`src/rtl/pwm_duty_capture.sv`:
```
// pwm_duty_capture: measures the high time of three PWM inputs over 256-tick windows.
// Optional 3-sample majority glitch filter on each input: define PWM_CAP_GLITCH_FILTER_EN.
module pwm_duty_capture #(
  parameter int unsigned CLK_DIV     = 1000,
  parameter int unsigned SYNC_STAGES = 2
) (
  input  logic       clk,
  input  logic       rst,
  input  logic       en,
  input  logic       R_in,
  input  logic       G_in,
  input  logic       B_in,
  output logic [7:0] R_time_out,
  output logic [7:0] G_time_out,
  output logic [7:0] B_time_out,
  output logic       valid_out
);

  localparam int unsigned NCH   = 3;
  localparam int unsigned PRE_W = 16;
  localparam int unsigned IDX_W = 8;
  localparam int unsigned ACC_W = 9;
  localparam logic [PRE_W-1:0] PRE_MAX = PRE_W'(CLK_DIV - 1);

  typedef enum logic {
    ST_IDLE,
    ST_RUN
  } state_t;

  state_t           r_state;
  logic [PRE_W-1:0] r_pre;
  logic [IDX_W-1:0] r_idx;
  logic             r_upd;
  logic             r_valid;

  logic [NCH-1:0]   w_in;
  logic [NCH-1:0]   w_s;
  logic             w_tick;
  logic             w_last;

  assign w_in   = {B_in, G_in, R_in};
  assign w_tick = en && (r_pre == PRE_MAX);
  assign w_last = w_tick && (r_idx == {IDX_W{1'b1}});

  // Window sequencing: prescaler, tick index and the one-cycle update strobe.
  always_ff @(posedge clk or posedge rst) begin
    if (rst) begin
      r_state <= ST_IDLE;
      r_pre   <= '0;
      r_idx   <= '0;
      r_upd   <= 1'b0;
      r_valid <= 1'b0;
    end else begin
      r_upd   <= w_last;
      r_valid <= r_upd;
      case (r_state)
        ST_IDLE: if (en)  r_state <= ST_RUN;
        ST_RUN:  if (!en) r_state <= ST_IDLE;
        default:          r_state <= ST_IDLE;
      endcase
      if (en) begin
        r_pre <= w_tick ? '0 : r_pre + PRE_W'(1);
        if (w_tick) r_idx <= r_idx + IDX_W'(1);
      end else if (r_state == ST_RUN) begin
        r_pre <= '0;
        r_idx <= '0;
      end
    end
  end

  for (genvar c = 0; c < NCH; c++) begin : g_ch
    logic [SYNC_STAGES-1:0] r_sync;
    logic [ACC_W-1:0]       r_acc;
    logic [7:0]             r_time;

    always_ff @(posedge clk or posedge rst) begin
      if (rst) r_sync <= '0;
      else     r_sync <= {r_sync[SYNC_STAGES-2:0], w_in[c]};
    end

`ifdef PWM_CAP_GLITCH_FILTER_EN
    logic w_sync_out;
    logic r_h1;
    logic r_h2;

    assign w_sync_out = r_sync[SYNC_STAGES-1];

    always_ff @(posedge clk or posedge rst) begin
      if (rst) begin
        r_h1 <= 1'b0;
        r_h2 <= 1'b0;
      end else begin
        r_h1 <= w_sync_out;
        r_h2 <= r_h1;
      end
    end

    // Majority of the last three synchronized samples rejects 1-cycle pulses and dropouts.
    assign w_s[c] = (w_sync_out & r_h1) | (w_sync_out & r_h2) | (r_h1 & r_h2);
`else
    assign w_s[c] = r_sync[SYNC_STAGES-1];
`endif

    // The update cycle clears the accumulator but still counts a tick landing on it.
    always_ff @(posedge clk or posedge rst) begin
      if (rst) begin
        r_acc  <= '0;
        r_time <= '0;
      end else begin
        if (r_upd) r_time <= r_acc[ACC_W-1] ? 8'hFF : r_acc[7:0];
        if (en) begin
          r_acc <= (r_upd ? '0 : r_acc) + ACC_W'(w_tick && w_s[c]);
        end else if (r_state == ST_RUN) begin
          r_acc <= '0;
        end
      end
    end
  end

  assign R_time_out = g_ch[0].r_time;
  assign G_time_out = g_ch[1].r_time;
  assign B_time_out = g_ch[2].r_time;
  assign valid_out  = r_valid;

endmodule

```
`config.mk`:
```
export PLATFORM = sky130hd
export DESIGN_NAME = pwm_duty_capture
export DESIGN_NICKNAME = d
export VERILOG_FILES = /design/src/rtl/pwm_duty_capture.sv
export SDC_FILE = /design/constraint.sdc
export NUM_CORES = 1
export LEC_CHECK = 0
export BUFFER_PORTS_ARGS = -buffer_cell sky130_fd_sc_hd__buf_2
export CAP_MARGIN = 30
export CORE_MARGIN = 2
export CORE_UTILIZATION = 25
export DETAILED_ROUTE_END_ITERATION = 8
export GPL_TIMING_DRIVEN = 1
export HOLD_SLACK_MARGIN = 0.1
export SLEW_MARGIN = 0
export SYNTH_ARGS = -nofsm -noshare
export SYNTH_HDL_FRONTEND = slang
export SYNTH_SLANG_ARGS = --single-unit
```
`constraint.sdc`:
```
create_clock -name clk -period 2.81 [get_ports clk]
set_input_delay 0.281 -clock clk [delete_from_list [all_inputs] [get_ports clk]]
set_output_delay 0.281 -clock clk [all_outputs]
set_load 0.01 [all_outputs]
```
-- Yosys cells after proc, flatten, opt, wreduce, memory -nomap -nowiden
Cells that the tools add are included.
- input port bits: 6
- word-level logic and storage cells: 46
- flip-flop bits (word level): 84
- equal/unequal tests: 3
- mux-type cells: 17
- $add $sub $neg: 5
- reductions and logical operators: 7
- operators by type and width (cell ; number):
    two-way mux 9 bit ; 7
    two-way mux 16 bit ; 3
    two-way mux 8 bit ; 6
    adder 9 x 1 -> 9 bit ; 3
    adder 16 x 1 -> 16 bit, second input constant ; 1
    == test 16 x 10 -> 1 bit, second input constant ; 1
    adder 8 x 1 -> 8 bit, second input constant ; 1
    == test 8 bit, second input constant ; 1
    logical AND 1 bit ; 5
    != test 2 x 1 -> 1 bit, second input constant ; 1
    AND reduction 2 bit ; 1
    nonzero test 2 bit ; 1
    two-way mux 1 bit ; 1

-- Logic depth before layout (Yosys ltp)
- word-level depth: 5
- depth in mapped cells: 11

-- Worst setup path before layout
Ideal clock, no wire load.
- kind: reg-to-reg
- from: reg r_pre[0]
- to: reg g_ch[0].r_acc[8]
- required time: 2688 ps
- arrival time: 2496 ps
- setup time: 122 ps
- setup slack: 193 ps
- path buffers: 1
- cell stages (with the launch flop): 12
- path through: dfrtp_1 ha_1 and4b_1 and4_1 buf_2 and3_1 ha_1 ha_1 nand3_1 nor4_1 o21ai_0 a32o_1
- cells in the longest elaborated chain, start to end: 5
- ends and longest elaborated chain (element ; line ; text):
    from (decl) ; 31 ; logic [PRE_W-1:0] r_pre;
    from (signal assigned) ; 62 ; r_pre <= w_tick ? '0 : r_pre + PRE_W'(1);
    == test 16 x 10 -> 1 bit ; 42 ; assign w_tick = en && (r_pre == PRE_MAX);
    logical AND 1 bit ; 42 ;
    logical AND 1 bit ; 112 ; r_acc <= (r_upd ? '0 : r_acc) + ACC_W'(w_tick && w_s[c]);
    adder 9 x 1 -> 9 bit ; 112 ;
    two-way mux 9 bit ; 111 ; if (en) begin
    to (signal assigned) ; 112 ;
    to (decl) ; 73 ; logic [ACC_W-1:0] r_acc;
Every way passes these cells.
A chain may end at the register's enable or synchronous reset.

-- Worst setup path after layout
- from: reg r_pre[14]
- to: reg g_ch[1].r_acc[8]
- cells in the longest elaborated chain, start to end: 5
- ends and longest elaborated chain (element ; line):
    == test 16 x 10 -> 1 bit ; 42
    logical AND 1 bit ; 42
    logical AND 1 bit ; 112
    adder 9 x 1 -> 9 bit ; 112
    two-way mux 9 bit ; 111
    to (signal assigned) ; 112
    to (decl) ; 73
Every way passes these cells.

==> metrics.yaml <==
layout_common_cells: "dfrtp_1 (83), nor2_1 (62), o21ai_0 (40)"
final_antenna_net_count: 0
timing.rr.start: "r_pre[14]"
die-area_sq_um: 17900
post_route_cells_drive_above_1_share: 0.165
nFillCells: 1684
hold_violations: 0
via_count: 3395
powerDensity_nw_per_um2: 559
grt_max_degree: 52
path_clk_slew_ns: 0.06
hold_end: "r_state"
syn_area_per_cell_sq_um: 9.55
fin_skew_ns: 0.00712
min_path_type: "input port to register"
postRouteWirelength_microns: 9440
power_w: 0.00282
rrSetupSlack_ns: 0.13
multiInputGateArea_sq_um: 1950
rr_endpoint: "g_ch[1].r_acc[8]"
reg2reg_depth: 9
required_ns: 3.03
drc: 0
drt_iter0_markers: 269
clock-sinks: 84
grt_pass1_vias: 3291
critPathKind: "register to register"
die_h_microns: 134
min_path_cells: 1
port_buffers: 30
synth_seq_cells: 84
finalSetupTns_ns: 0
regArea_sq_um: 2100
end_kind: "register"
status: "finished, final reports clean"
ys_async_sr_fraction: 1.00
syn_nets: 454
fin_util: 0.306
clockBufferDepth: 2
layout.nets: 488
final_common_cell: "dfrtp_1"
wl_per_cell_microns: 13.5
ys_warn_count: 0
period_minus_slack_ns: 2.68
die_x_microns: 134
initial_core_util: 0.254
place_congestion: 0.819
cts_buffers: 9
antenna_found_initial: 0
synth_flop_cell: "dfrtp_1"
grt_usage: 0.111
cp.arrival_ns: 2.90
crit_path_max_fanout: 5
fmax_mhz: 373
synth_cells: 440
p_leak_nw: 2.26
dr.pass1.iters: 5
viasPerCell: 4.86
ys_seq_area_frac: 0.500
slew_headroom: 0.369
post_cts_buffers: 0
core_area_sq_um: 16500
grt_first_pass_wirelength_microns: 16300
ctsRootBufferMaster: "clkbuf_16"
antennaDiodeCount: 0
syn_area_sq_um: 4200
critPathLaunchType: "register"
hp-start: "en"
ys_types: 48
grt.overflow.total: 0
hpwl_microns: 6430
cts_tree: "built"
tightest_slew_ns: 0.947
cap_violations: 0
fin_crit_sh: 0.954
pin_count: 31
synth_edf_count: 0
setup_viol: 0
cts_max_level: 3
placementRows: 47
slew_violations: 0
insertion_delay_ns: 0.34
syn2layout_area_growth_pct: 20.2
ir_drop_mv: 0.321
flip-flops by register name, summed over array words and instances, names as in the netlist, 6 cells and up:
signal	count
B_time_out	8
G_time_out	8
R_time_out	8
g_ch.r_acc	27
g_ch.r_sync	6
r_idx	8
r_pre	16
power by group:
| part | switching, W | internal (W) |
|---|---|---|
| clock | 0.000469 | 0.000894 |
| sequential | 0.0000255 | 0.00125 |
| combinational | 0.000117 | 0.0000718 |
| total | 0.000611 | 0.00221 |
synthesized netlist by cell type, drive strengths merged, types with 8 or more instances:
cell    instances  area (sq um)
a21oi          29           145
a22o            9          80.1
a31oi          10          62.6
a32o            8          80.1
and3           13          81.3
buf            14          71.3
clkbuf         16          60.1
dfrtp          84          2100
ha              8           100
inv             8          30.0
nand2          33           124
nand2b         10          62.6
nand3          13          65.1
nand4          12          90.1
nor2           62           233
nor2b          13          81.3
nor4            8          80.1
o21ai          40           200
kinds of logic (layout without fill, tap and decap cells):
logic type | after synthesis | count (layout) | share of synthesized area
buffers and inverters | 38 | 77 | 0.0384
xor gates and xnor gates | 8 | 8 | 0.0167
and+or+nand+nor | 184 | 184 | 0.240
AOI/OAI and AO/OA | 117 | 117 | 0.178
adders and majority gates | 8 | 8 | 0.0238
DFF | 84 | 84 | 0.500
muxes | 1 | 1 | 0.00238
per-stage QoR:
stage,cells,setup slack [ns],hold slack (ns),area [sq um]
6_report,699,0.128,0.266,5050
5_1_grt,699,-0.0332,0.265,5050
4_1_cts,699,0.130,0.254,5040
3_5_place_dp,679,0.149,0.338,4650
3_3_place_gp,679,0.233,0.340,4650
2_1_floorplan,440,0.193,0.312,4200
metal layers:
| layer | vias up | global-route usage | part of all wire | wire length (microns) |
|---|---|---|---|---|
| li1 | 1654 | - | - | - |
| met1 | 1664 | 0.152 | 0.49 | 4630 |
| met2 | 67 | 0.176 | 0.47 | 4390 |
| met3 | 10 | 0.0289 | 0.036 | 344 |
| met4 | 0 | 0.0242 | 0.0078 | 74 |
| met5 | - | 0 | 0 | 0 |
worst max path at each step:
stage               startpoint                to
floorplan             r_pre[0]  g_ch[0].r_acc[8]
global placement     r_pre[14]  g_ch[0].r_acc[8]
detailed placement    r_pre[0]  g_ch[1].r_acc[8]
CTS                   r_pre[0]  g_ch[1].r_acc[8]
global route         r_pre[14]  g_ch[1].r_acc[8]
finish               r_pre[14]  g_ch[1].r_acc[8]
layout make-up:
cell class | instances | area share
multi-input combinational | 318 | 0.386
clock inverter | 4 | 0.0193
sequential | 84 | 0.416
clock buffer | 12 | 0.0488
timing repair buffer | 53 | 0.0684
tap | 220 | 0.0545
inverter | 8 | 0.00619
timing repair:
item | in CTS | in global routing
hold buffers | 4 | 0
setup endpoints to repair | 0 | 2
hold endpoints to repair | 36 | 0
resized for setup | 0 | 3
critical path, cell delays in order, from the launching register on:
cell	delay (ns)
dfrtp_1	0.48
nor4b_4	0.32
and4_2	0.33
and3_1	0.21
ha_1	0.21
ha_1	0.23
nand3_1	0.14
nor4_2	0.30
o21ai_0	0.12
a32o_1	0.23
Power figures use the tool's default switching activity.
